<file path="src/rtl/timer_bank_pkg.sv">
`default_nettype none
// ============================================================================
// Module      : timer_bank_pkg
// Description : Shared constants for the timer bank: peripheral write
//               addresses, CONTROL bit positions and a channel-select width
//               helper.
// Revision    : 1.0 - initial release
// ============================================================================
package timer_bank_pkg;

    // Peripheral write-port register addresses
    localparam logic [1:0] ADDR_PERIOD   = 2'd0;
    localparam logic [1:0] ADDR_CONTROL  = 2'd1;
    localparam logic [1:0] ADDR_ACK      = 2'd2;
    localparam logic [1:0] ADDR_PRESCALE = 2'd3;

    // CONTROL register bit positions
    localparam int CTL_EN   = 0;
    localparam int CTL_MODE = 1;
    localparam int CTL_IRQ  = 2;

    // Channel-select width; a single-channel bank still needs a 1-bit select
    function automatic int chan_width(input int n);
        return (n > 1) ? $clog2(n) : 1;
    endfunction

endpackage
`default_nettype wire

</file>
<file path="src/rtl/timer_bank_channel.sv">
`default_nettype none
// ============================================================================
// Module      : timer_channel
// Description : One timer channel: period/count registers, enable, mode,
//               interrupt enable and a sticky pending flag. Counts on the
//               shared prescaler tick and pulses line_o on terminal count.
// Revision    : 1.0 - initial release
// ============================================================================
module timer_channel
    import timer_bank_pkg::*;
#(
    parameter int BITS = 32
) (
    input  logic            clock,
    input  logic            reset,
    input  logic            tick_i,
    input  logic            period_we_i,
    input  logic            control_we_i,
    input  logic            ack_i,
    input  logic [BITS-1:0] wdata_i,
    output logic            line_o,
    output logic            pending_o,
    output logic            irq_req_o,
    output logic [BITS-1:0] count_o
);

    logic [BITS-1:0] period_q, period_d;
    logic [BITS-1:0] count_q,  count_d;
    logic            en_q,     en_d;
    logic            mode_q,   mode_d;
    logic            irq_en_q, irq_en_d;
    logic            pending_q, pending_d;
    logic            line_q,   line_d;
    logic            expire;

    assign expire = tick_i && en_q && (count_q == period_q);

    // Next-state: PERIOD write outranks counting; CONTROL write outranks one-shot self-clear
    always_comb begin
        period_d  = period_q;
        count_d   = count_q;
        en_d      = en_q;
        mode_d    = mode_q;
        irq_en_d  = irq_en_q;
        pending_d = pending_q;
        line_d    = 1'b0;

        // ACK clears first so that a coincident expiry re-sets pending
        if (ack_i) begin
            pending_d = 1'b0;
        end

        if (period_we_i) begin
            period_d = wdata_i;
            count_d  = '0;
        end else if (tick_i && en_q) begin
            if (expire) begin
                count_d   = '0;
                line_d    = 1'b1;
                pending_d = 1'b1;
                if (mode_q) begin
                    en_d = 1'b0;
                end
            end else begin
                count_d = count_q + 1'b1;
            end
        end

        if (control_we_i) begin
            en_d     = wdata_i[CTL_EN];
            mode_d   = wdata_i[CTL_MODE];
            irq_en_d = wdata_i[CTL_IRQ];
        end
    end

    // Channel state registers with synchronous active-low reset
    always_ff @(posedge clock) begin
        if (!reset) begin
            period_q  <= '0;
            count_q   <= '0;
            en_q      <= 1'b0;
            mode_q    <= 1'b0;
            irq_en_q  <= 1'b0;
            pending_q <= 1'b0;
            line_q    <= 1'b0;
        end else begin
            period_q  <= period_d;
            count_q   <= count_d;
            en_q      <= en_d;
            mode_q    <= mode_d;
            irq_en_q  <= irq_en_d;
            pending_q <= pending_d;
            line_q    <= line_d;
        end
    end

    assign line_o    = line_q;
    assign pending_o = pending_q;
    assign irq_req_o = pending_q & irq_en_q;
    assign count_o   = count_q;

endmodule
`default_nettype wire

</file>
<file path="src/rtl/timer_bank.sv">
`default_nettype none
// ============================================================================
// Module      : timer_bank
// Description : Multi-channel programmable timer. Shared prescaler, write
//               decode, CHANNELS timer_channel instances, combined level
//               interrupt and registered count readback.
// Revision    : 1.0 - initial release
// ============================================================================
module timer_bank
    import timer_bank_pkg::*;
#(
    parameter int CHANNELS = 4,
    parameter int BITS     = 32,
    parameter int PRE_BITS = 8,
    localparam int CH_W    = chan_width(CHANNELS)
) (
    input  logic                clock,
    input  logic                reset,
    input  logic                wr_en,
    input  logic [CH_W-1:0]     wr_chan,
    input  logic [1:0]          wr_addr,
    input  logic [BITS-1:0]     wr_data,
    input  logic [CH_W-1:0]     rd_chan,
    output logic [BITS-1:0]     rd_count,
    output logic [CHANNELS-1:0] line,
    output logic [CHANNELS-1:0] pending,
    output logic                irq
);

    logic [PRE_BITS-1:0] prescale_q, prescale_d;
    logic [PRE_BITS-1:0] pre_cnt_q,  pre_cnt_d;
    logic [BITS-1:0]     rd_count_q, rd_count_d;
    logic                tick;
    logic [CHANNELS-1:0] irq_req;
    logic [BITS-1:0]     chan_count [CHANNELS];

    assign tick = (pre_cnt_q == prescale_q);

    // Prescaler next-state; a PRESCALE write restarts the divider
    always_comb begin
        prescale_d = prescale_q;
        pre_cnt_d  = tick ? '0 : pre_cnt_q + 1'b1;
        if (wr_en && (wr_addr == ADDR_PRESCALE)) begin
            prescale_d = wr_data[PRE_BITS-1:0];
            pre_cnt_d  = '0;
        end
    end

    // Readback mux; an out-of-range select returns zero
    always_comb begin
        rd_count_d = '0;
        for (int k = 0; k < CHANNELS; k++) begin
            if (rd_chan == CH_W'(k)) begin
                rd_count_d = chan_count[k];
            end
        end
    end

    // Prescaler and readback registers
    always_ff @(posedge clock) begin
        if (!reset) begin
            prescale_q <= '0;
            pre_cnt_q  <= '0;
            rd_count_q <= '0;
        end else begin
            prescale_q <= prescale_d;
            pre_cnt_q  <= pre_cnt_d;
            rd_count_q <= rd_count_d;
        end
    end

    generate
        for (genvar i = 0; i < CHANNELS; i++) begin : g_chan
            logic period_we;
            logic control_we;
            logic ack;

            assign period_we  = wr_en && (wr_addr == ADDR_PERIOD)  && (wr_chan == CH_W'(i));
            assign control_we = wr_en && (wr_addr == ADDR_CONTROL) && (wr_chan == CH_W'(i));
            assign ack        = wr_en && (wr_addr == ADDR_ACK)     && wr_data[i];

            timer_channel #(
                .BITS (BITS)
            ) u_chan (
                .clock        (clock),
                .reset        (reset),
                .tick_i       (tick),
                .period_we_i  (period_we),
                .control_we_i (control_we),
                .ack_i        (ack),
                .wdata_i      (wr_data),
                .line_o       (line[i]),
                .pending_o    (pending[i]),
                .irq_req_o    (irq_req[i]),
                .count_o      (chan_count[i])
            );
        end
    endgenerate

    assign irq      = |irq_req;
    assign rd_count = rd_count_q;

endmodule
`default_nettype wire

</file>
<file path="config.mk">
export PLATFORM = sky130hd
export DESIGN_NAME = timer_bank
export DESIGN_NICKNAME = d
export VERILOG_FILES = /design/src/rtl/timer_bank_pkg.sv /design/src/rtl/timer_bank_channel.sv /design/src/rtl/timer_bank.sv
export SDC_FILE = /design/constraint.sdc
export NUM_CORES = 1
export LEC_CHECK = 0
export BUFFER_PORTS_ARGS = -buffer_cell sky130_fd_sc_hd__buf_4
export CAP_MARGIN = 20
export CORE_ASPECT_RATIO = 1.5
export CORE_MARGIN = 2
export CORE_UTILIZATION = 40
export DETAILED_ROUTE_END_ITERATION = 10
export PLACE_DENSITY = 0.62
export SETUP_SLACK_MARGIN = 0.05
export SLEW_MARGIN = 20
export SYNTH_ARGS = -nofsm -noshare
export SYNTH_HDL_FRONTEND = slang
export SYNTH_HIERARCHICAL = 1
export SYNTH_SLANG_ARGS = --single-unit
</file>
<file path="constraint.sdc">
create_clock -name clock -period 3.25 [get_ports clock]
set_input_delay 0.1625 -clock clock [delete_from_list [all_inputs] [get_ports clock]]
set_output_delay 0.1625 -clock clock [all_outputs]
set_load 0.005 [all_outputs]
</file>
==> impl_table.tex, run 1 <==
\begin{tabular}{lr}
\hline
Metric & Value \\
\hline
\multicolumn{2}{l}{\textbf{Status}} \\
\quad Outcome & complete, no violations \\
\multicolumn{2}{l}{\textbf{STA}} \\
\quad Max Freq & 0.4096 GHz \\
\quad RSZ-0062 raised after global routing & no \\
\quad Worst slew pin tran & 0.6777 ns \\
\quad Max\_slew headroom & 54.66\% \\
\quad Worst Hold Slack & 0.1228 ns \\
\quad Minimum clock period after layout & 2.442 ns \\
\quad Total count of max-transition violations in the final report & 0 \\
\quad Number of endpoints failing setup at the final stage & 0 \\
\quad Post-route setup TNS & 0 ns \\
\quad Setup slack after layout & 0.8084 ns \\
\quad Part of the cycle the worst path needs & 75.13\% \\
\quad Final hold vios & 0 \\
\quad Setup skew after layout & 0.02967 ns \\
\multicolumn{2}{l}{\textbf{Floorplan}} \\
\quad I/O Pins & 82 \\
\quad Row cnt & 90 \\
\quad Area of the die & 42010 µm² \\
\quad Die Span X & 168.0 µm \\
\quad Core area & 39980 µm² \\
\quad Die height & 250.0 µm \\
\quad Starting Density & 40.38\% \\
\multicolumn{2}{l}{\textbf{Layout}} \\
\quad Net count, final & 1737 \\
\quad Layout overhead on the synthesized area & 14.26\% \\
\quad Most common cell after layout, fill and taps aside & sky130\_fd\_sc\_hd\_\_dfxtp\_1 \\
\quad Antenna fix cells & 0 \\
\quad Final Instance Count excl. Fillers & 2217 \\
\quad Commonest non-fill, non-tap cells in the layout & sky130\_fd\_sc\_hd\_\_dfxtp\_1, sky130\_fd\_sc\_hd\_\_nor2\_1, sky130\_fd\_sc\_hd\_\_xor2\_1, sky130\_fd\_sc\_hd\_\_nor2b\_1, sky130\_fd\_sc\_hd\_\_mux2i\_1 \\
\quad Layout cells sized above 1 & 15.37\% \\
\quad Fill cell count & 3759 \\
\multicolumn{2}{l}{\textbf{Critical path}} \\
\quad Crit path required time & 3.72 ns \\
\quad Critical path peak fanout & 16 \\
\quad Crit path top cell by count & sky130\_fd\_sc\_hd\_\_xnor2\_1 \\
\quad Signal arrival time at the worst endpoint & 2.91 ns \\
\quad Worst Reg-to-Reg Cells & 9 \\
\quad Cell Chain, Critical Path & xnor2\_1 > nand4\_1 > nor3\_2 > buf\_4 > nand3\_1 > or3\_4 > nor4\_2 > xnor2\_1 > nor2\_2 \\
\quad Stage delay of the slowest cell on the critical path & 0.47 ns \\
\quad Max stage delay cell, worst path & sky130\_fd\_sc\_hd\_\_or3\_4 \\
\quad Worst setup path class & register to register \\
\quad CP endpoint kind & register \\
\quad Startpoint Class & register \\
\multicolumn{2}{l}{\textbf{Logic synthesis}} \\
\quad Async SR Flop Fraction & 0\% \\
\quad Yosys top cell area share & 40.18\% \\
\quad Synth top area cells & sky130\_fd\_sc\_hd\_\_dfxtp\_1, sky130\_fd\_sc\_hd\_\_mux2i\_1, sky130\_fd\_sc\_hd\_\_xor2\_1, sky130\_fd\_sc\_hd\_\_xnor2\_1, sky130\_fd\_sc\_hd\_\_nor2b\_1 \\
\quad Post-synthesis cell type with the largest combined area & sky130\_fd\_sc\_hd\_\_dfxtp\_1 \\
\quad Primary flip-flop cell chosen by synthesis mapping & sky130\_fd\_sc\_hd\_\_dfxtp\_1 \\
\quad Total nets after synthesis & 1647 \\
\quad Count of cell types in the netlist & 51 \\
\quad Cell area after synthesis & 16140 µm² \\
\quad Number of synthesized register bits & 324 \\
\quad Proportion of synthesized chip area in sequential cells & 40.18\% \\
\quad Synth Instances & 1601 \\
\quad Yosys warning total & 6 \\
\quad Number of enable-type register cells in the synthesized netlist & 0 \\
\quad Mean instance size in the synthesized netlist & 10.08 µm² \\
\multicolumn{2}{l}{\textbf{Global routing}} \\
\quad Pin count of the biggest net entering global routing & 96 \\
\quad Global-route wire length before repair & 70920 µm \\
\quad Overall Global Routing Usage & 22.18\% \\
\quad Initial antenna violation count & 0 \\
\quad Via count of the first global-routing pass & 11.80k \\
\quad Total global routing overflow & 0 \\
\multicolumn{2}{l}{\textbf{CTS}} \\
\quad Number of buffers between clock root and the deepest sink & 3 \\
\quad Clock slew seen by the registers of the worst setup and hold paths & 0.06 ns \\
\quad Clock tree from TritonCTS & yes \\
\quad Number of buffers created by CTS & 31 \\
\quad Depth of the CTS H-tree & 1 \\
\quad Number of sinks on the clock net & 324 \\
\quad Clock Root Buffer & sky130\_fd\_sc\_hd\_\_clkbuf\_16 \\
\quad Clock latency on the worst-skew pair & 0.59 ns \\
\multicolumn{2}{l}{\textbf{Route}} \\
\quad Total wire length & 47120 µm \\
\quad Number of vias per cell after detailed routing & 5.355 \\
\quad \# DRC & 0 \\
\quad Vias & 11.87k \\
\quad Number of nets with antenna violations after routing & 0 \\
\quad Routed wire length per instance & 21.26 µm \\
\quad First DRT Iteration DRCs & 616 \\
\quad Number of iterations in the first detailed-routing pass & 5 \\
\multicolumn{2}{l}{\textbf{Power and ir drop}} \\
\quad Power spent charging and discharging nets & 1.902 mW \\
\quad Overall power & 8.151 mW \\
\quad VDD IR max & 0.3830 mV \\
\quad Relative contribution of combinational cells to total power & 6.2\% \\
\quad Fraction of power spent switching nets & 23.34\% \\
\quad Cell internal power dissipation & 6.248 mW \\
\quad Leakage power figure & 6.829 nW \\
\quad Flop pwr share & 49.4\% \\
\quad Part of the power in the clock network & 44.4\% \\
\quad PD cells & 441.9 nW/µm² \\
\multicolumn{2}{l}{\textbf{Place}} \\
\quad Hpwl dp & 36280 µm \\
\quad \# port buffers & 81 \\
\quad Cell total after placement & 2131 \\
\quad Placement Setup Slack & 0.7787 ns \\
\quad Global placement routability congestion & 0.9415 \\
\multicolumn{2}{l}{\textbf{Job}} \\
\quad Max capacitance violation total & 0 \\
\multicolumn{2}{l}{\textbf{Worst hold path}} \\
\quad Hold Path Depth & 4 \\
\quad Class of the tightest hold or removal check & input port to register \\
\hline
\end{tabular}
-- final cells by class --
type	count	area [µm²]	share of cell area, %
tap	506	633.1	3.432
timing repair buffer	131	1079	5.847
clock inverter	14	151.4	0.8208
sequential	324	6486	35.16
multi-input combinational	1190	9211	49.94
clock buffer	39	835.8	4.531
inverter	13	48.80	0.2646
-- worst max-delay path, delay by kind of cell, from the launching register on --
family | cells | cell delay (ns)
simple gates | 6 | 1.36
buf+inv | 1 | 0.25
xor+xnor | 2 | 0.31
flops | 1 | 0.39
-- repair_timing --
action,4_1_cts,5_1_grt
hold buffers,33,0
buffers inserted,0,0
resized for setup,0,0
hold endpoints to repair,137,0
-- power by group through the flow --
stage	logic (mW)	registers (mW)	clock network, mW
detailed placement	0.472	4.11	0
global route	0.539	4.03	3.85
floorplan	0.300	4.11	0
finish	0.505	4.02	3.62
CTS	0.505	4.02	3.69
global placement	0.466	4.11	0
-- cells in the mapped netlist, types with 5 or more instances --
master / instances
sky130_fd_sc_hd__xnor2_1: 128
sky130_fd_sc_hd__nor3b_1: 8
sky130_fd_sc_hd__nand4_4: 8
sky130_fd_sc_hd__nor2_2: 12
sky130_fd_sc_hd__mux4_2: 30
sky130_fd_sc_hd__inv_1: 13
sky130_fd_sc_hd__clkbuf_1: 26
sky130_fd_sc_hd__nor2b_1: 140
sky130_fd_sc_hd__ha_1: 5
sky130_fd_sc_hd__and4_4: 8
sky130_fd_sc_hd__and3_1: 34
sky130_fd_sc_hd__nand3_1: 47
sky130_fd_sc_hd__nand4b_1: 8
sky130_fd_sc_hd__nor3_1: 22
sky130_fd_sc_hd__xor2_1: 142
sky130_fd_sc_hd__a21boi_0: 8
sky130_fd_sc_hd__and4_1: 8
sky130_fd_sc_hd__or4_1: 5
sky130_fd_sc_hd__and2_1: 44
sky130_fd_sc_hd__nand2b_1: 5
sky130_fd_sc_hd__nor4b_2: 16
sky130_fd_sc_hd__nand2_1: 63
sky130_fd_sc_hd__buf_2: 36
sky130_fd_sc_hd__nor4_1: 30
sky130_fd_sc_hd__dfxtp_1: 324
sky130_fd_sc_hd__nor2_1: 161
sky130_fd_sc_hd__nor4_2: 12
sky130_fd_sc_hd__nand4_1: 49
sky130_fd_sc_hd__mux2i_1: 136
-- stage by stage --
step           area (µm²)  util (%)
3_3_place_gp        17130     42.85
3_5_place_dp        17130     42.85
4_1_cts             18450     46.14
6_report            18450     46.14
2_1_floorplan       16140         -
5_1_grt             18450     46.14
-- registers in the layout, summed over array words and instances, names as in the netlist --
register and flops:
g_chan.u_chan/count_o 128, g_chan.u_chan/period_q 128, rd_count 32, pre_cnt_q 8
prescale_q 8, g_chan.u_chan/en_q 4, g_chan.u_chan/irq_en_q 4, g_chan.u_chan/line_o 4
g_chan.u_chan/mode_q 4, g_chan.u_chan/pending_o 4
-- worst paths after layout --
kind                                                    end                        from  slack [ns]
setup / recovery  g_chan[1].u_chan/count_o[30]$_SDFFE_PP0P_     pre_cnt_q[2]$_SDFF_PP0_        0.81
hold reg to reg                  prescale_q[5]$_SDFFE_PN0P_  prescale_q[5]$_SDFFE_PN0P_        0.48
hold / removal        g_chan[3].u_chan/pending_o$_SDFF_PN0_                  wr_addr[0]        0.12
setup reg to reg  g_chan[1].u_chan/count_o[30]$_SDFFE_PP0P_     pre_cnt_q[2]$_SDFF_PP0_        0.81
-- routing by layer --
| metal | global-route usage (%) | vias to the layer above | routed length [µm] |
|---|---|---|---|
| li1 | - | 5697 | - |
| met1 | 25.35 | 5799 | 18670 |
| met2 | 40.18 | 262 | 24220 |
| met3 | 1.824 | 115 | 1312 |
| met4 | 12.99 | 0 | 2918 |
| met5 | 0 | - | 0 |
-- cells by family (layout without fill, tap and decap cells) --
group                    count (synthesis)  in the layout  synth area share [%]
AND/OR/NAND/NOR                        710            710                 26.79
flip-flops                             324            324                 40.18
XOR/XNOR                               270            270                 14.65
multiplexers                           172            172                 13.22
buffers and inverters                   87            197                 2.961
AO/OA/AOI/OAI                           33             33                 1.806
adder cells (fa/ha/maj)                  5              5                0.3875
Power figures use the tool's default switching activity.
==> run 2: changes to the inputs <==
PLACE_DENSITY = 0.64   (was 0.62)
clock period = 2 ns   (was 3.25 ns; I/O delays follow)
==> run 2 against run 1 <==
- the run now ends with setup timing left
- worst setup slack got worse by 1.2 ns
- sequential power increased by 63%
- via count increased by 8.9%
- sequential cell count unchanged
- sequential share of layout area decreased by 4.9 points
- hold slack got worse by 0.089 ns
- first-iteration DRC count increased by 22%
- combinational power increased by 140%
- routed wire length increased by 11%
- critical endpoint is now g_chan[1].u_chan/count_o[31]$_SDFFE_PP0P_
- largest power group is now clock
- highest routed layer is now met5
==> impl_table.tex, run 2 (synthesized netlist as in run 1, its figures left out) <==
\begin{tabular}{lr}
\hline
Metric & Value \\
\hline
\multicolumn{2}{l}{\textbf{STA}} \\
\quad Max\_slew headroom & 60.84\% (was 54.66\%) \\
\quad Max Freq & 0.4235 GHz (was 0.4096 GHz) \\
\quad Worst slew pin tran & 0.5858 ns (was 0.6777 ns) \\
\quad Part of the cycle the worst path needs & 118.1\% (was 75.13\%) \\
\quad Number of endpoints failing setup at the final stage & 139 (was 0) \\
\quad Minimum clock period after layout & 2.361 ns (was 2.442 ns) \\
\quad RSZ-0062 raised after global routing & yes (was no) \\
\quad Setup slack after layout & -0.3613 ns (was 0.8084 ns) \\
\quad Final hold vios & 0 (unchanged) \\
\quad Total count of max-transition violations in the final report & 0 (unchanged) \\
\quad Post-route setup TNS & -27.87 ns (was 0 ns) \\
\quad Setup skew after layout & 0.01386 ns (was 0.02967 ns) \\
\multicolumn{2}{l}{\textbf{Critical path}} \\
\quad Register-to-register setup slack & -0.36 ns (was 0.81 ns) \\
\quad Signal arrival time at the worst endpoint & 2.79 ns (was 2.91 ns) \\
\quad Beginning of the worst register-to-register path & prescale\_q[7]\$\_SDFFE\_PN0P\_ (was pre\_cnt\_q[2]\$\_SDFF\_PP0\_) \\
\quad Crit path required time & 2.43 ns (was 3.72 ns) \\
\quad Worst Reg-to-Reg Cells & 10 (was 9) \\
\quad Critical path peak fanout & 5 (was 16) \\
\quad Startpoint Class & register (unchanged) \\
\quad CP endpoint kind & register (unchanged) \\
\quad Worst setup path class & register to register (unchanged) \\
\quad Capture point of the worst reg-to-reg path & g\_chan[1].u\_chan/count\_o[31]\$\_SDFFE\_PP0P\_ (was g\_chan[1].u\_chan/count\_o[30]\$\_SDFFE\_PP0P\_) \\
\multicolumn{2}{l}{\textbf{Place}} \\
\quad Hpwl dp & 39170 µm (was 36280 µm) \\
\quad Global placement routability congestion & 0.9447 (was 0.9415) \\
\quad Placed Instance Area & 18580 µm² (was 17130 µm²) \\
\quad \# port buffers & 81 (unchanged) \\
\quad Cell total after placement & 2282 (was 2131) \\
\multicolumn{2}{l}{\textbf{Floorplan}} \\
\quad Area of the die & 42010 µm² (unchanged) \\
\quad Row cnt & 90 (unchanged) \\
\quad Die height & 250.0 µm (unchanged) \\
\quad Die Span X & 168.0 µm (unchanged) \\
\quad Starting Density & 40.38\% (unchanged) \\
\quad I/O Pins & 82 (unchanged) \\
\quad Core area & 39980 µm² (unchanged) \\
\multicolumn{2}{l}{\textbf{Global routing}} \\
\quad Overall Global Routing Usage & 24.45\% (was 22.18\%) \\
\quad Pin count of the biggest net entering global routing & 70 (was 96) \\
\quad Via count of the first global-routing pass & 13.03k (was 11.80k) \\
\quad Global-route wire length before repair & 77170 µm (was 70920 µm) \\
\quad Total global routing overflow & 0 (unchanged) \\
\quad Initial antenna violation count & 1 (was 0) \\
\multicolumn{2}{l}{\textbf{Power and ir drop}} \\
\quad Leakage power figure & 8.628 nW (was 6.829 nW) \\
\quad PD cells & 695.7 nW/µm² (was 441.9 nW/µm²) \\
\quad VDD IR max & 0.4994 mV (was 0.3830 mV) \\
\multicolumn{2}{l}{\textbf{Job}} \\
\quad Max capacitance violation total & 0 (unchanged) \\
\multicolumn{2}{l}{\textbf{CTS}} \\
\quad Number of buffers created by CTS & 34 (was 31) \\
\quad Clock slew seen by the registers of the worst setup and hold paths & 0.07 ns (was 0.06 ns) \\
\quad Number of sinks on the clock net & 324 (unchanged) \\
\quad Clock Root Buffer & sky130\_fd\_sc\_hd\_\_clkbuf\_16 (unchanged) \\
\quad Number of buffers between clock root and the deepest sink & 3 (unchanged) \\
\quad Clock tree from TritonCTS & yes (unchanged) \\
\quad Clock latency on the worst-skew pair & 0.53 ns (was 0.59 ns) \\
\quad Depth of the CTS H-tree & 2 (was 1) \\
\multicolumn{2}{l}{\textbf{Status}} \\
\quad Violations in the final reports & setup timing \\
\quad Outcome & complete, but fails checks (was complete, no violations) \\
\multicolumn{2}{l}{\textbf{Layout}} \\
\quad Fill cell count & 3408 (was 3759) \\
\quad Layout overhead on the synthesized area & 32.87\% (was 14.26\%) \\
\quad Net count, final & 1930 (was 1737) \\
\quad Most common cell after layout, fill and taps aside & sky130\_fd\_sc\_hd\_\_dfxtp\_1 (unchanged) \\
\quad Antenna fix cells & 0 (unchanged) \\
\quad Commonest non-fill, non-tap cells in the layout & sky130\_fd\_sc\_hd\_\_dfxtp\_1, sky130\_fd\_sc\_hd\_\_buf\_4, sky130\_fd\_sc\_hd\_\_nor2b\_1, sky130\_fd\_sc\_hd\_\_xor2\_1, sky130\_fd\_sc\_hd\_\_mux2i\_1 (was sky130\_fd\_sc\_hd\_\_dfxtp\_1, sky130\_fd\_sc\_hd\_\_nor2\_1, sky130\_fd\_sc\_hd\_\_xor2\_1, sky130\_fd\_sc\_hd\_\_nor2b\_1, sky130\_fd\_sc\_hd\_\_mux2i\_1) \\
\quad Final Instance Count excl. Fillers & 2415 (was 2217) \\
\quad Layout cells sized above 1 & 30.33\% (was 15.37\%) \\
\quad Layout Cell Area excl Fill & 21450 µm² (was 18450 µm²) \\
\multicolumn{2}{l}{\textbf{Route}} \\
\quad First DRT Iteration DRCs & 752 (was 616) \\
\quad Met1 wire length & 19740 µm (was 18670 µm) \\
\quad Top Layer Used & met5 (was met4) \\
\quad Wire length on met3 & 1940 µm (was 1312 µm) \\
\quad Vias & 12.93k (was 11.87k) \\
\quad Total wire length & 52450 µm (was 47120 µm) \\
\quad \# DRC & 0 (unchanged) \\
\quad Routed met2 length & 26500 µm (was 24220 µm) \\
\quad Number of nets with antenna violations after routing & 0 (unchanged) \\
\quad Number of vias per cell after detailed routing & 5.356 (was 5.355) \\
\quad Routed wire length per instance & 21.72 µm (was 21.26 µm) \\
\quad Number of iterations in the first detailed-routing pass & 5 (unchanged) \\
\multicolumn{2}{l}{\textbf{Worst hold path}} \\
\quad Hold Path Depth & 3 (was 4) \\
\quad Hold Crit Endpoint & g\_chan[3].u\_chan/en\_q\$\_SDFFE\_PN0P\_ (was g\_chan[3].u\_chan/pending\_o\$\_SDFF\_PN0\_) \\
\quad Hold path startpoint & reset (was wr\_addr[0]) \\
\quad Class of the tightest hold or removal check & input port to register (unchanged) \\
\hline
\end{tabular}
## run 2: cell types whose count changed in the layout (fill, tap and decap cells not counted), sizes merged
cell         change
clkinvlp         +3
bufbuf           +1
dlygate4sd3      -1
clkbuf           +8
clkinv           -5
buf            +188
bufinv           +4
## run 2: metal layers
layer	up-vias	GRT usage, %
li1	6094	-
met5	-	0
met2	360	43.57
met4	2	17.17
met3	156	2.632
met1	6322	27.02
## run 2: worst max-delay path by stage
stage                                     from                                        end  slack [ns]  depth (start not counted)
detailed placement  prescale_q[7]$_SDFFE_PN0P_  g_chan[1].u_chan/count_o[31]$_SDFFE_PP0P_       -0.53                          9
floorplan              pre_cnt_q[2]$_SDFF_PP0_  g_chan[0].u_chan/count_o[26]$_SDFFE_PP0P_       -0.28                          8
finish              prescale_q[7]$_SDFFE_PN0P_  g_chan[1].u_chan/count_o[31]$_SDFFE_PP0P_       -0.36                         10
CTS                    pre_cnt_q[7]$_SDFF_PP0_  g_chan[1].u_chan/count_o[31]$_SDFFE_PP0P_       -0.31                          9
global route        prescale_q[2]$_SDFFE_PN0P_  g_chan[0].u_chan/count_o[31]$_SDFFE_PP0P_       -0.44                         11
global placement    prescale_q[7]$_SDFFE_PN0P_  g_chan[1].u_chan/count_o[31]$_SDFFE_PP0P_       -0.50                          9
## run 2: critical path, stage by stage (launching register included)
cell and delay (ns):
sky130_fd_sc_hd__dfxtp_1 0.37, sky130_fd_sc_hd__xnor2_2 0.13, sky130_fd_sc_hd__nand4_1 0.17, sky130_fd_sc_hd__nor3_4 0.19, sky130_fd_sc_hd__buf_12 0.15, sky130_fd_sc_hd__nand4_1 0.14, sky130_fd_sc_hd__buf_4 0.19, sky130_fd_sc_hd__nor4_4 0.34
sky130_fd_sc_hd__nor4b_4 0.36, sky130_fd_sc_hd__xnor2_1 0.16, sky130_fd_sc_hd__nor2_1 0.05
## run 2: report_power, final
part           internal (mW)  leakage (nW)  total, mW  switching (mW)
Sequential              6.50          2.62       6.54          0.0404
Combinational          0.568          5.40       1.19           0.617
Clock                   4.43         0.609       7.20            2.76
## run 2: final cells by class
cell class / count / area [µm²] / area share [%]
clock inverter: 16 / 272.8 / 1.272
timing repair buffer: 321 / 2942 / 13.71
tap: 506 / 633.1 / 2.952
sequential: 324 / 6495 / 30.28
multi-input combinational: 1190 / 10060 / 46.91
inverter: 13 / 48.80 / 0.2275
clock buffer: 45 / 996.0 / 4.643
## run 2: through the flow
step / hold WS [ns] / util [%] / power [mW] / setup WS [ns]
finish: 0.03416 / 53.66 / 14.92 / -0.3613
global placement: 0.4167 / 46.48 / 7.578 / -0.4986
CTS: 0.006067 / 52.74 / 15.01 / -0.3069
global route: 0.04701 / 53.66 / 15.33 / -0.4400
detailed placement: 0.4248 / 46.48 / 7.586 / -0.5261
floorplan: 0.2449 / - / 7.192 / -0.2839
## run 2: what timing repair did
action,4_1_cts,5_1_grt
resized for setup,101,62
hold endpoints to repair,139,0
setup endpoints to repair,140,140
setup buffers,22,14
gates cloned,7,2
pin swaps,63,49
hold buffers,32,0
==> run 3: changes to the inputs <==
ABC_AREA = 1   (was unset)
==> run 3 against run 2 <==
- highest routed layer is now met4
- critical path depth is 7 higher
- via count rose by 29%
- the flow still finishes with violations (setup timing)
- hold slack got worse by 0.0059 ns
- cell area down 3.5%
- combinational power is 8% lower
==> impl_table.tex, run 3 <==
\begin{tabular}{lr}
\hline
Metric & Value \\
\hline
\multicolumn{2}{l}{\textbf{STA}} \\
\quad Part of the cycle the worst path needs & 114.3\% (was 118.1\%) \\
\quad Final hold vios & 0 (unchanged) \\
\quad RSZ-0062 raised after global routing & yes (unchanged) \\
\quad Max Freq & 0.4374 GHz (was 0.4235 GHz) \\
\quad Setup slack after layout & -0.2863 ns (was -0.3613 ns) \\
\quad Max\_slew headroom & 56.06\% (was 60.84\%) \\
\quad Number of endpoints failing setup at the final stage & 137 (was 139) \\
\quad Setup skew after layout & 0.02634 ns (was 0.01386 ns) \\
\quad Worst slew pin tran & 0.6566 ns (was 0.5858 ns) \\
\quad Total count of max-transition violations in the final report & 0 (unchanged) \\
\quad Minimum clock period after layout & 2.286 ns (was 2.361 ns) \\
\quad Worst Hold Slack & 0.02823 ns (was 0.03416 ns) \\
\multicolumn{2}{l}{\textbf{Floorplan}} \\
\quad Row cnt & 90 (unchanged) \\
\quad Core area & 39980 µm² (unchanged) \\
\quad Starting Density & 40.37\% (was 40.38\%) \\
\quad Area of the die & 42000 µm² (was 42010 µm²) \\
\quad Die Span X & 168.0 µm (about the same) \\
\quad I/O Pins & 82 (unchanged) \\
\quad Die height & 250.0 µm (about the same) \\
\multicolumn{2}{l}{\textbf{Logic synthesis}} \\
\quad Cell area after synthesis & 16140 µm² (about the same) \\
\quad Synth Instances & 2378 (was 1601) \\
\quad Synth top area cells & sky130\_fd\_sc\_hd\_\_dfxtp\_1, sky130\_fd\_sc\_hd\_\_nand2\_1, sky130\_fd\_sc\_hd\_\_nor2\_1, sky130\_fd\_sc\_hd\_\_inv\_1, sky130\_fd\_sc\_hd\_\_o21ai\_0 (was sky130\_fd\_sc\_hd\_\_dfxtp\_1, sky130\_fd\_sc\_hd\_\_mux2i\_1, sky130\_fd\_sc\_hd\_\_xor2\_1, sky130\_fd\_sc\_hd\_\_xnor2\_1, sky130\_fd\_sc\_hd\_\_nor2b\_1) \\
\quad Yosys warning total & 6 (unchanged) \\
\quad Total nets after synthesis & 2424 (was 1647) \\
\quad Count of cell types in the netlist & 31 (was 51) \\
\quad Number of enable-type register cells in the synthesized netlist & 0 (unchanged) \\
\quad Most used standard cells in the synthesized netlist & sky130\_fd\_sc\_hd\_\_nand2\_1, sky130\_fd\_sc\_hd\_\_nor2\_1, sky130\_fd\_sc\_hd\_\_dfxtp\_1 (was sky130\_fd\_sc\_hd\_\_dfxtp\_1, sky130\_fd\_sc\_hd\_\_nor2\_1, sky130\_fd\_sc\_hd\_\_xor2\_1) \\
\quad Post-synthesis cell type with the largest combined area & sky130\_fd\_sc\_hd\_\_dfxtp\_1 (unchanged) \\
\quad Number of synthesized register bits & 324 (unchanged) \\
\quad Proportion of synthesized chip area in sequential cells & 40.20\% (was 40.18\%) \\
\quad Yosys top cell area share & 40.20\% (was 40.18\%) \\
\quad Most common cell in the synthesized netlist & sky130\_fd\_sc\_hd\_\_nand2\_1 (was sky130\_fd\_sc\_hd\_\_dfxtp\_1) \\
\quad Async SR Flop Fraction & 0\% (unchanged) \\
\quad Primary flip-flop cell chosen by synthesis mapping & sky130\_fd\_sc\_hd\_\_dfxtp\_1 (unchanged) \\
\quad Mean instance size in the synthesized netlist & 6.786 µm² (was 10.08 µm²) \\
\multicolumn{2}{l}{\textbf{Power and ir drop}} \\
\quad Relative contribution of combinational cells to total power & 7.7\% (was 7.9\%) \\
\quad Power spent charging and discharging nets & 3.490 mW (was 3.421 mW) \\
\quad Fraction of power spent switching nets & 24.52\% (was 22.92\%) \\
\quad Cell internal power dissipation & 10.74 mW (was 11.50 mW) \\
\quad VDD IR max & 0.5500 mV (was 0.4994 mV) \\
\quad Overall power & 14.23 mW (was 14.92 mW) \\
\quad Part of the power in the clock network & 46.1\% (was 48.2\%) \\
\quad PD cells & 687.5 nW/µm² (was 695.7 nW/µm²) \\
\quad Leakage power figure & 8.957 nW (was 8.628 nW) \\
\quad Flop pwr share & 46.2\% (was 43.8\%) \\
\multicolumn{2}{l}{\textbf{Route}} \\
\quad \# DRC & 0 (unchanged) \\
\quad Number of nets with antenna violations after routing & 0 (unchanged) \\
\quad Number of vias per cell after detailed routing & 5.278 (was 5.356) \\
\quad Total wire length & 60550 µm (was 52450 µm) \\
\quad Number of iterations in the first detailed-routing pass & 5 (unchanged) \\
\quad Vias & 16.63k (was 12.93k) \\
\quad Routed wire length per instance & 19.21 µm (was 21.72 µm) \\
\quad First DRT Iteration DRCs & 1294 (was 752) \\
\multicolumn{2}{l}{\textbf{Place}} \\
\quad \# port buffers & 81 (unchanged) \\
\quad Cell total after placement & 3030 (was 2282) \\
\quad Global placement routability congestion & 1.022 (was 0.9447) \\
\quad Hpwl dp & 44360 µm (was 39170 µm) \\
\multicolumn{2}{l}{\textbf{Critical path}} \\
\quad Crit path required time & 2.43 ns (about the same) \\
\quad Critical path peak fanout & 5 (unchanged) \\
\quad Signal arrival time at the worst endpoint & 2.71 ns (was 2.79 ns) \\
\quad CP endpoint kind & register (unchanged) \\
\quad Startpoint Class & register (unchanged) \\
\quad Worst setup path class & register to register (unchanged) \\
\multicolumn{2}{l}{\textbf{Layout}} \\
\quad Commonest non-fill, non-tap cells in the layout & sky130\_fd\_sc\_hd\_\_nand2\_1, sky130\_fd\_sc\_hd\_\_nor2\_1, sky130\_fd\_sc\_hd\_\_dfxtp\_1, sky130\_fd\_sc\_hd\_\_inv\_1, sky130\_fd\_sc\_hd\_\_buf\_4 (was sky130\_fd\_sc\_hd\_\_dfxtp\_1, sky130\_fd\_sc\_hd\_\_buf\_4, sky130\_fd\_sc\_hd\_\_nor2b\_1, sky130\_fd\_sc\_hd\_\_xor2\_1, sky130\_fd\_sc\_hd\_\_mux2i\_1) \\
\quad Layout cells sized above 1 & 19.36\% (was 30.33\%) \\
\quad Layout overhead on the synthesized area & 28.26\% (was 32.87\%) \\
\quad Most common cell after layout, fill and taps aside & sky130\_fd\_sc\_hd\_\_nand2\_1 (was sky130\_fd\_sc\_hd\_\_dfxtp\_1) \\
\quad Final Instance Count excl. Fillers & 3151 (was 2415) \\
\quad Net count, final & 2666 (was 1930) \\
\quad Antenna fix cells & 0 (unchanged) \\
\multicolumn{2}{l}{\textbf{Status}} \\
\quad Violations in the final reports & setup timing (unchanged) \\
\quad Outcome & complete, but fails checks (unchanged) \\
\multicolumn{2}{l}{\textbf{Global routing}} \\
\quad Total global routing overflow & 0 (unchanged) \\
\quad Global-route wire length before repair & 89560 µm (was 77170 µm) \\
\quad Initial antenna violation count & 0 (was 1) \\
\quad Overall Global Routing Usage & 27.80\% (was 24.45\%) \\
\quad Via count of the first global-routing pass & 15.97k (was 13.03k) \\
\quad Pin count of the biggest net entering global routing & 54 (was 70) \\
\multicolumn{2}{l}{\textbf{CTS}} \\
\quad Depth of the CTS H-tree & 2 (unchanged) \\
\quad Number of buffers created by CTS & 35 (was 34) \\
\quad Clock latency on the worst-skew pair & 0.54 ns (was 0.53 ns) \\
\quad Number of sinks on the clock net & 324 (unchanged) \\
\quad Number of buffers between clock root and the deepest sink & 3 (unchanged) \\
\quad Clock Root Buffer & sky130\_fd\_sc\_hd\_\_clkbuf\_16 (unchanged) \\
\quad Clock slew seen by the registers of the worst setup and hold paths & 0.07 ns (about the same) \\
\quad Clock tree from TritonCTS & yes (unchanged) \\
\multicolumn{2}{l}{\textbf{Job}} \\
\quad Max capacitance violation total & 0 (unchanged) \\
\multicolumn{2}{l}{\textbf{Worst hold path}} \\
\quad Class of the tightest hold or removal check & input port to register (unchanged) \\
\hline
\end{tabular}
## run 3: changes by cell type after synthesis, moves of 136 or more
cell / change
sky130_fd_sc_hd__nand2_1: +537
sky130_fd_sc_hd__inv_1: +272
sky130_fd_sc_hd__nor2_1: +199
sky130_fd_sc_hd__o21ai_0: +160
sky130_fd_sc_hd__nor2b_1: -140
sky130_fd_sc_hd__mux2i_1: -136
## run 3: path summary, 6_finish.rpt
path / from / endpoint / slack [ns] / cells after the start
hold / removal: wr_data[1] / g_chan[3].u_chan/mode_q$_SDFFE_PN0P_ / 0.03 / 3
setup / recovery: pre_cnt_q[6]$_SDFF_PP0_ / g_chan[3].u_chan/count_o[20]$_SDFFE_PP0P_ / -0.29 / 17
hold reg to reg: g_chan[2].u_chan/mode_q$_SDFFE_PN0P_ / g_chan[2].u_chan/mode_q$_SDFFE_PN0P_ / 0.46 / 2
setup reg to reg: pre_cnt_q[6]$_SDFF_PP0_ / g_chan[3].u_chan/count_o[20]$_SDFFE_PP0P_ / -0.29 / 17
## run 3: per-stage QoR
step                setup TNS (ns)  setup WS, ns  util (%)  instance area, µm²
floorplan                        0        0.1016         -               16140
CTS                         -30.28       -0.2883     50.41               20150
global placement            -45.59       -0.7424     45.43               18160
global route                -41.95       -0.3725     51.77               20700
finish                      -24.83       -0.2863     51.77               20700
detailed placement          -48.34       -0.7102     45.43               18160
## run 3: area by class of cell
class,count,area (µm²)
Clock buffer,49,1008
Clock inverter,13,125.1
Fill cell,3907,19280
Inverter,309,1162
Multi-Input combinational cell,1672,8712
Sequential cell,324,6495
Tap cell,506,633.1
Timing Repair Buffer,278,2561
## run 3: power groups by stage
| stage | Clock (mW) | Combinational [mW] | Sequential, mW |
|---|---|---|---|
| floorplan | 0 | 0.424 | 6.71 |
| global placement | 0 | 0.825 | 6.72 |
| detailed placement | 0 | 0.833 | 6.72 |
| CTS | 6.64 | 0.986 | 6.57 |
| global route | 6.89 | 1.15 | 6.58 |
| finish | 6.56 | 1.09 | 6.58 |
## run 3: metal layers
metal	GRT usage [%]	up-vias	part of all wire, %
met2	49.67	659	50
li1	-	7950	-
met4	18.36	0	7.5
met3	3.917	217	6.3
met5	0	-	0
met1	30.46	7804	36
## run 3: what timing repair did
action | CTS | global route
endpoints found under the setup margin | 140 | 141
endpoints found under the hold margin | 134 | 0
resized for setup | 83 | 104
cloned | 5 | 10
pin swaps | 23 | 37
buffers inserted | 12 | 5
hold buffers | 34 | 0
## run 3: logic make-up after synthesis
logic type      count (synthesis)  share of synthesized area (%)
buf+inv                       382                          9.359
simple gates                 1267                          34.71
flops                         324                          40.20
fa+ha+maj                       5                         0.3877
compound gates                276                          8.622
xor+xnor                      124                          6.730
## run 3: critical path: stages (launching register included)
cell and delay, ns:
sky130_fd_sc_hd__dfxtp_2 0.33, sky130_fd_sc_hd__xnor2_2 0.16, sky130_fd_sc_hd__nand2_1 0.08, sky130_fd_sc_hd__nor2_2 0.09
sky130_fd_sc_hd__nand2_1 0.08, sky130_fd_sc_hd__inv_2 0.08, sky130_fd_sc_hd__buf_12 0.15, sky130_fd_sc_hd__nand2_4 0.07
sky130_fd_sc_hd__nor2_4 0.16, sky130_fd_sc_hd__nand3_2 0.13, sky130_fd_sc_hd__nor2_4 0.12, sky130_fd_sc_hd__nand2_4 0.10
sky130_fd_sc_hd__nor2_4 0.13, sky130_fd_sc_hd__nand2_4 0.09, sky130_fd_sc_hd__nand2_8 0.10, sky130_fd_sc_hd__buf_12 0.14
sky130_fd_sc_hd__clkbuf_16 0.14, sky130_fd_sc_hd__nor2_1 0.04
